### config.mk
export PLATFORM = sky130hd
export DESIGN_NAME = sum_display_mux
export DESIGN_NICKNAME = d
export VERILOG_FILES = /design/src/rtl/sum_display_mux.sv
export SDC_FILE = /design/constraint.sdc
export NUM_CORES = 1
export LEC_CHECK = 0
export CORE_ASPECT_RATIO = 1.1
export CORE_MARGIN = 10
export CORE_UTILIZATION = 50
export DETAILED_ROUTE_END_ITERATION = 7
export PLACE_DENSITY = 0.71
export SLEW_MARGIN = 30
export SYNTH_ARGS = -nofsm -noshare
export SYNTH_HDL_FRONTEND = slang
export SYNTH_SLANG_ARGS = --single-unit
export TNS_END_PERCENT = 10
### constraint.sdc
create_clock -name clk -period 3.7 [get_ports clk]
set_input_delay 0.74 -clock clk [delete_from_list [all_inputs] [get_ports clk]]
set_output_delay 0.74 -clock clk [all_outputs]
set_load 0.01 [all_outputs]
### src/rtl/sum_display_mux.sv
// sum_display_mux: accepts a 5-bit sum, converts it to BCD by 5-step double-dabble,
// and drives a time-multiplexed two-digit seven-segment display.
module sum_display_mux #(
  parameter int REFRESH_COUNT = 10_000
) (
  input  logic       clk,
  input  logic       rst,
  input  logic [4:0] sum_in,
  input  logic       sum_valid,
  output logic       sum_ready,
  output logic [6:0] seg,
  output logic [1:0] dig_sel,
  output logic       busy
);
  localparam int CW = $clog2(REFRESH_COUNT);
  typedef enum logic [1:0] {IDLE, CONV, SHOW} state_t;
  state_t state, state_nx;
  logic [4:0] shift_q;
  logic [7:0] bcd_q, bcd_nx;
  logic [2:0] step_q;
  logic [3:0] tens_q, ones_q, digit;
  logic [CW-1:0] cnt_q;
  logic idx_q, shown_q, accept, last_step, wrap;
  logic [6:0] enc;
  assign sum_ready = state != CONV;
  assign busy = state == CONV;
  assign accept = sum_valid && sum_ready;
  assign last_step = state == CONV && step_q == 3'd4;
  assign wrap = cnt_q == CW'(REFRESH_COUNT - 1);
  // tens never exceeds 3 during conversion, so its top adjusted bit is always zero
  assign bcd_nx = {3'(bcd_q[7:4] >= 4'd5 ? bcd_q[7:4] + 4'd3 : bcd_q[7:4]),
                   bcd_q[3:0] >= 4'd5 ? bcd_q[3:0] + 4'd3 : bcd_q[3:0],
                   shift_q[4]};
  always_comb begin
    state_nx = accept ? CONV : last_step ? SHOW : state;
  end
  always_ff @(posedge clk) begin
    if (rst) begin
      state <= IDLE;
      shift_q <= '0;
      bcd_q <= '0;
      step_q <= '0;
      tens_q <= '0;
      ones_q <= '0;
      cnt_q <= '0;
      idx_q <= 1'b0;
      shown_q <= 1'b0;
    end else begin
      state <= state_nx;
      if (accept) begin
        shift_q <= sum_in;
        bcd_q <= '0;
        step_q <= '0;
      end else if (state == CONV) begin
        shift_q <= {shift_q[3:0], 1'b0};
        bcd_q <= bcd_nx;
        step_q <= step_q + 3'd1;
      end
      if (last_step) begin
        tens_q <= bcd_nx[7:4];
        ones_q <= bcd_nx[3:0];
        shown_q <= 1'b1;
      end
      if (shown_q) begin
        cnt_q <= wrap ? '0 : cnt_q + CW'(1);
        if (wrap) idx_q <= ~idx_q;
      end
    end
  end
  assign digit = idx_q ? tens_q : ones_q;
  always_comb begin
    case (digit)
      4'd0: enc = 7'h3F;
      4'd1: enc = 7'h06;
      4'd2: enc = 7'h5B;
      4'd3: enc = 7'h4F;
      4'd4: enc = 7'h66;
      4'd5: enc = 7'h6D;
      4'd6: enc = 7'h7D;
      4'd7: enc = 7'h07;
      4'd8: enc = 7'h7F;
      4'd9: enc = 7'h6F;
      default: enc = 7'h00;
    endcase
  end
  // a zero tens digit is blanked but keeps its time slot
  assign seg = (!shown_q || (idx_q && tens_q == 4'd0)) ? 7'd0 : enc;
  assign dig_sel = shown_q ? {idx_q, ~idx_q} : 2'b00;
endmodule

# Yosys cells after proc, flatten, opt, wreduce, memory -nomap -nowiden
# Memory sizes are Yosys's and may differ from the RTL's.
# Index checks and enable logic that the tools add are counted.
[word_totals] ff_bits=42 rom_bits=112 in_bits=8 word_cells=42 memories=1
[mem_list] name="(no name shown)" words=16 word_bits=7 read_ports=1 rd_clocked_by_memory_dff=0 wr=0 line_no="72" source="case (digit)"
[classes] addsub=4 n_lt_le_gt_ge=2 eq_ne=4 n_mux=10 bitwise=1 reduce_logical=10
[ops] cell="$add 14x1->14 const B" n=1
[ops] cell="$eq 14x14->1 const B" n=1
[ops] cell="$mux 14" n=1
[ops] cell="$mux 5" n=2
[ops] cell="$ge 4x3->1 const B" n=2
[ops] cell="$mux 4" n=2
[ops] cell="$mux 7" n=1
[ops] cell="$add 4x2->4 const B" n=1
[ops] cell="$logic_not 4->1" n=1
[ops] cell="$reduce_bool 2->1" n=2
[ops] cell="$add 3x1->3 const B" n=1
[ops] cell="$add 3x2->3 const B" n=1
[ops] cell="$eq 3x3->1 const B" n=1
[ops] cell="$logic_and 1x1->1" n=3
[ops] cell="$mux 3" n=1
[ops] cell="$eq 2x1->1 const B" n=1
[ops] cell="$mux 1" n=2
[ops] cell="$mux 2" n=1
[ops] cell="$ne 2x1->1 const B" n=1
[ops] cell="$reduce_and 2->1" n=1
[ops] cell="$reduce_or 2->1" n=1
[ops] cell="$logic_not 1->1" n=1
[ops] cell="$logic_or 1x1->1" n=1
[ops] cell="$not 1->1" n=1

# Longest topological paths before layout
# Gate-level depths: netlist of run 1.
[logic_depth] ltp_word=4 ltp_mapped=8

# Least setup slack after synthesis of run 1
# OpenSTA, ideal clock, no wires.
[synth_timing] path_kind="register to output" start="register idx_q" end="output port seg[5]" arrival_ps=1660 required_ps=2960 setup_slack_ps=1300 stages_incl_launch_ff=7 n_path_buf=1 cell_sequence="dfxtp_1 > buf_4 > mux2i_1 > inv_1 > ha_1 > or2_2 > a31oi_1"
[synth_between] elab_chain_cells=3 word_cells_on_any_way=5 cone_classes="mux (2); reduce/logical (2); memory (1)"
[synth_rtl] element="start: declaration" line_no="23" source="logic idx_q, shown_q, accept, last_step, wrap;"
[synth_rtl] element="start signal: assignment" line_no="66" source="if (wrap) idx_q <= ~idx_q;"
[synth_rtl] element="$mux 4 or $logic_and 1x1->1 (tied branches)" line_no="70, 87"
[synth_rtl] element="$mem_v2 16x7 or $logic_or 1x1->1 (tied branches)"
[synth_rtl] element="$mux 7 *" line_no="87" source="assign seg = (!shown_q || (idx_q && tens_q == 4'd0)) ? 7'd0 : enc;"
[synth_rtl] element="end: declaration" line_no="11" source="output logic [6:0] seg,"
# Mark *: on every way between the ends. The rest lies on a longest branch, timed or not.

# Worst setup path after layout of run 1
# Same ends and word-level chain as after synthesis.

==> out/qor.csv, run 1 <==
metric,value,unit
diodes,0,
grt_usage,11.2,%
setup_violations,0,
maxSlewViolCount,0,
cp.arrival,2700,ps
required,2960,ps
clock_sinks,42,
worstPathMaxFanout,8,
synth-edff-count,0,
fmax,291,MHz
cts-resized-gates,0,
cap_violations,0,
finalWirelength,3.93,mm
status,"complete, no violations",
final_cell_mix,"dfxtp_1, nor2_1, clkdlybuf4s50_1",
finalInstanceArea,2500,sq um
r2r-start,state[1]$_SDFFE_PP0P_,
rows,25,
io_buffers,18,
rsz0062_at_grt,false,
antenna_found_initial,0,
synth_top_area_share,38.2,%
synth.distinct_cells,44,
dr.pass1.iters,4,
start_kind,register,
area_growth,13.7,%
hold_viol,0,
first_iter_violations,63,
drc,0,
powerDensity,346,nW/um^2
leakagePower,0.934,nW
hold_path_startpoint,state[1]$_SDFFE_PP0P_,
worstHoldPathCells,2,
grt_pass1_vias,1608,
fillers,373,
cts_root_buf,clkbuf_8,
ff2ff_setup_slack,1780,ps
synth.avg_cell_area,8.83,sq um
grt_pass1_wl,7.01,mm
hold_end,state[1]$_SDFFE_PP0P_,
vias_per_cell,5.26,
max_slew.worst_pin.slew,578,ps
ant_nets,0,
seq_area,841,sq um
wl_per_cell,12.3,um
fin_worst_skew,7.88,ps
final.min_clock_period,3440,ps
rr_worst_depth,5,
placed_cells,311,
end_kind,primary output,
synth_seq_area_share,38.2,%
multi_input_area,1240,sq um
period_share,92.9,%
tns,0,ps
ys_async_sr_fraction,0,%
timing.rr.end,ones_q[1]$_SDFFE_PP0P_,
yosysTopAreaCell,dfxtp_1,
ys_ff_latch,42,
placed_area,2390,sq um
tritoncts,done,
hold_path_class,register to register,
htree_num_levels,2,
postCtsHoldBufs,0,
drive_gt1_share,8.68,%
post_cts_buffers,0,
nets,285,
slew_headroom,61.5,%
gp_congestion,0.832,
fin_cells,319,
yosysWarnings,0,
fp.coreArea,4290,sq um
clock_latency,290,ps
syn_area,2200,sq um
ys_top_cells_by_area,"dfxtp_1, ha_1, nor2_1",
initial_utilization,51.3,%
path_class,register to primary output,
place_hpwl,2.80,mm
clock_path_buffers,2,
cts.clk_slew.worst_paths,70,ps
dieArea,7450,sq um
die_w,83.2,um
grt_max_degree,16,
fin_hold_ws,464,ps
die_h,89.5,um
syn_inst,249,
grt_remaining_overflow,0,
vias,1677,
peakVddDrop,0.207,mV
cts_buffers,5,
synth_flop_cell,dfxtp_1,
layout_commonest_cell,dfxtp_1,
ioPinCount,19,
syn_nets,270,
-- routing by layer --
metal  share of wire, %  wire length, um  vias up  GRT usage [%]
met5                  0                0        -              0
met4                2.2               85        0           6.35
met3                3.9              155        8           3.19
met2                 47             1840       20           18.7
met1                 47             1850      766           12.8
li1                   -                -      883              -
-- how the worst max path moves through the flow --
stage / from / end / slack [ps] / depth (start not counted)
after global placement: idx_q$_SDFFE_PP0P_ / seg[5] / 680 / 6
after global routing: idx_q$_SDFFE_PP0P_ / seg[6] / 90 / 7
after floorplan: idx_q$_SDFFE_PP0P_ / seg[5] / 1300 / 6
after detailed placement: idx_q$_SDFFE_PP0P_ / seg[5] / 550 / 6
after CTS: idx_q$_SDFFE_PP0P_ / seg[5] / 230 / 6
final: idx_q$_SDFFE_PP0P_ / seg[5] / 260 / 6
-- synth_stat cells (3+ instances only) --
library cell / number
a211oi_1: 7
a21oi_1: 16
buf_2: 3
buf_4: 4
clkbuf_1: 5
dfxtp_1: 42
ha_1: 13
inv_1: 10
mux2_2: 3
mux2i_1: 9
nand2_1: 17
nand2b_1: 10
nand3_1: 4
nand4_1: 5
nor2_1: 35
nor3_1: 5
nor3b_1: 4
o21ai_0: 5
o22ai_1: 8
xnor2_1: 11
xor2_1: 7
-- cell families after synthesis --
family          count (synthesis)  share of synthesized area, %
simple gates                   96                          22.9
compound gates                 42                          11.7
flops                          42                          38.2
buf+inv                        24                          5.29
xor+xnor                       18                          7.17
mux                            14                          7.28
fa+ha+maj                      13                          7.40
-- metrics by stage --
step	setup WS, ps	utilization [%]	total power, mW
after detailed placement	550	55.9	0.529
final	264	58.3	0.866
after floorplan	1300	-	0.511
after global placement	684	55.9	0.529
after CTS	235	58.3	0.877
after global routing	88.8	58.3	0.903
-- final cells by class --
class                   count  area share [%]
multi-input cells         183            49.6
inverters                  11            1.65
well taps                  54            2.70
clock buffers               7            3.05
clock inverters             1            1.20
flip-flops and latches     42            33.6
repair buffers             21            8.11
-- state kept, by name, summed over array words and instances, names as in the netlist --
name     count
shift_q      5
bcd_q        8
idx_q        1
shown_q      1
ones_q       4
tens_q       4
cnt_q       14
step_q       3
state        2
-- report_power, final --
group	internal [mW]	switching, mW	total [mW]
combinational	0.0246	0.0292	0.0539
sequential	0.459	0.00460	0.464
clock	0.202	0.147	0.348
-- critical path, stage by stage (launching register included) --
cell and delay [ps]:
dfxtp_1 570, mux2i_1 490, inv_1 130, ha_1 230, or2_2 290, a31oi_1 150, clkdlybuf4s50_1 550
Note: power is estimated with default switching activity, not from simulation.
==> inputs of run 2 (changes only) <==
--- a/config.mk
+++ b/config.mk
@@ -10,6 +10,7 @@
 export CORE_UTILIZATION = 50
 export DETAILED_ROUTE_END_ITERATION = 7
 export PLACE_DENSITY = 0.71
+export REMOVE_ABC_BUFFERS = 1
 export SLEW_MARGIN = 30
 export SYNTH_ARGS = -nofsm -noshare
 export SYNTH_HDL_FRONTEND = slang
==> run 2 against run 1 <==
  * Sequential share of layout area up 0.15 points
  * Flip-flop and latch count unchanged
  * Global-route usage down 0.54 points
  * Critical path depth unchanged
  * Die area unchanged
  * Non-clock buffer count unchanged
  * Fmax up 1.9%
  * Wire length about the same
  * Sequential power about the same
  * Critical endpoint unchanged
  * Highest routed layer unchanged
==> out/qor.csv, run 2 (synthesized netlist as in run 1, its figures left out) <==
metric,value,unit,change
antenna_found_initial,0,,unchanged
cp.arrival,2630,ps,-70 ps
p_sw_share,23.0,%,+2.2 points
post-route-util,58.1,%,-0.26 points
critPathCapture,seg[5],,
diodes,0,,unchanged
end_kind,primary output,,
fin_worst_skew,9.66,ps,+1.77 ps
drive_gt1_share,9.06,%,+0.38 points
grt_pass1_vias,1563,,-2.8%
dr.pass1.iters,4,,unchanged
gr-usage-met2,19.4,%,+0.70 points
first_iter_violations,41,,-35%
vias_per_cell,5.20,,-1.1%
tritoncts,done,,
seq_power_share,56.0,%,+2.4 points
top_regs,"cnt_q (14), bcd_q (8), shift_q (5)",,
grt_usage,10.7,%,-0.54 points
cts_buffers,5,,unchanged
tns,0,ps,unchanged
worstPathMaxFanout,8,,unchanged
grt_max_degree,17,,+1
peakVddDrop,0.255,mV,+23%
area_growth,13.2,%,
die_w,83.2,um,unchanged
period_share,91.1,%,-1.7 points
htree_num_levels,2,,unchanged
die_h,89.5,um,unchanged
start_kind,register,,
post_cts_buffers,0,,unchanged
cts_root_buf,clkbuf_8,,
p_switching,191,uW,+5.7%
final.min_clock_period,3370,ps,-64.3 ps
use_met1,11.8,%,-0.96 points
place_hpwl,2.92,mm,+4.2%
path_class,register to primary output,,
io_buffers,18,,unchanged
vias,1659,,-1.1%
post-place-ws,602,ps,+51.8 ps
rsz0062_at_grt,false,,
internal_power,638,uW,-7.0%
finalWirelength,3.93,mm,about the same
grt_remaining_overflow,0,,unchanged
cts.clk_slew.worst_paths,80,ps,about the same
status,"complete, no violations",,
ff2ff_setup_slack,1800,ps,+20 ps
worst_slack,328,ps,+64.3 ps
largest_register_ffs,14,,unchanged
setup_violations,0,,unchanged
fillers,377,,+1.1%
fmax,297,MHz,+1.9%
hold_path_class,register to register,,
ioPinCount,19,,unchanged
top_register,cnt_q,,
comb_power_share,6.5,%,+0.3 points
fp.coreArea,4290,sq um,unchanged
drc,0,,unchanged
rr_worst_depth,5,,unchanged
layout_commonest_cell,dfxtp_1,,
slew_headroom,61.8,%,+0.29 points
ant_nets,0,,unchanged
cap_violations,0,,unchanged
power_frac_clock,37.5,%,-2.7 points
required,2960,ps,about the same
startpoint,idx_q$_SDFFE_PP0P_,,
leakagePower,0.930,nW,-0.38%
clock_latency,290,ps,about the same
gp_congestion,0.722,,-13%
dieArea,7450,sq um,unchanged
postCtsHoldBufs,0,,unchanged
cts-resized-gates,0,,unchanged
grt_pass1_wl,6.81,mm,-2.9%
powerDensity,333,nW/um^2,-3.9%
fin_cells,319,,unchanged
rows,25,,unchanged
grt.busiest_layer,met2,,
nets,285,,unchanged
clock_path_buffers,2,,unchanged
clock_sinks,42,,unchanged
final_cell_mix,"dfxtp_1, nor2_1, clkdlybuf4s50_1",,
globalRouteMet3Util,3.19,%,unchanged
max_slew.worst_pin.slew,574,ps,-4.33 ps
hold_viol,0,,unchanged
initial_utilization,51.3,%,unchanged
maxSlewViolCount,0,,unchanged
r2r-start,state[1]$_SDFFE_PP0P_,,
wl_per_cell,12.3,um,about the same
placed_cells,311,,unchanged
timing.rr.end,ones_q[1]$_SDFFE_PP0P_,,
-- run 2: cell types whose count changed in the layout (fill, tap and decap cells not counted) --
| cell | before | now |
|---|---|---|
| inv_6 | 0 | 1 |
| bufinv_16 | 1 | 0 |
| clkbuf_1 | 2 | 1 |
| clkbuf_8 | 5 | 6 |
-- run 2: worst min-delay path by stage --
stage                            endpoint                     from  depth (start not counted)
finish              state[1]$_SDFFE_PP0P_    state[1]$_SDFFE_PP0P_                          2
floorplan           state[1]$_SDFFE_PP0P_    state[1]$_SDFFE_PP0P_                          2
CTS                 state[1]$_SDFFE_PP0P_    state[1]$_SDFFE_PP0P_                          2
detailed placement  state[1]$_SDFFE_PP0P_    state[1]$_SDFFE_PP0P_                          2
global placement    state[1]$_SDFFE_PP0P_    state[1]$_SDFFE_PP0P_                          2
global route        bcd_q[0]$_SDFFE_PP0P_  shift_q[4]$_SDFFE_PP0P_                          2
-- run 2: layer usage --
layer | vias up | wire length, um | part of all wire [%]
met5 | - | 0 | 0
met4 | 0 | 19 | 0.48
met3 | 2 | 103 | 2.6
met2 | 10 | 1960 | 50
met1 | 765 | 1850 | 47
li1 | 882 | - | -
-- run 2: worst max-delay path, stage by stage (launching register included) --
cell and delay [ps]:
dfxtp_1 580, mux2i_1 430, inv_1 120, ha_1 220
or2_2 290, a31oi_1 150, clkdlybuf4s50_1 560
-- run 2: metrics by stage --
stage	total power [mW]	hold WS (ps)	area [sq um]
2_1_floorplan	0.504	431	2120
3_3_place_gp	0.528	445	2390
3_5_place_dp	0.529	456	2390
4_1_cts	0.842	476	2490
5_1_grt	0.866	503	2490
6_report	0.829	470	2490
-- run 2: power by group through the flow --
stage	logic [mW]	registers, mW	clock network (mW)
finish	0.0536	0.464	0.311
CTS	0.0547	0.464	0.324
global route	0.0616	0.465	0.339
floorplan	0.0304	0.474	0
detailed placement	0.0543	0.475	0
global placement	0.0535	0.475	0
-- run 2: final cells by class --
class / instances / area [sq um] / area share [%]
Tap cell: 54 / 67.6 / 2.71
Sequential cell: 42 / 841 / 33.8
Clock buffer: 7 / 86.3 / 3.47
Multi-Input combinational cell: 183 / 1240 / 49.9
Timing Repair Buffer: 21 / 203 / 8.14
Inverter: 11 / 41.3 / 1.66
Clock inverter: 1 / 8.76 / 0.352
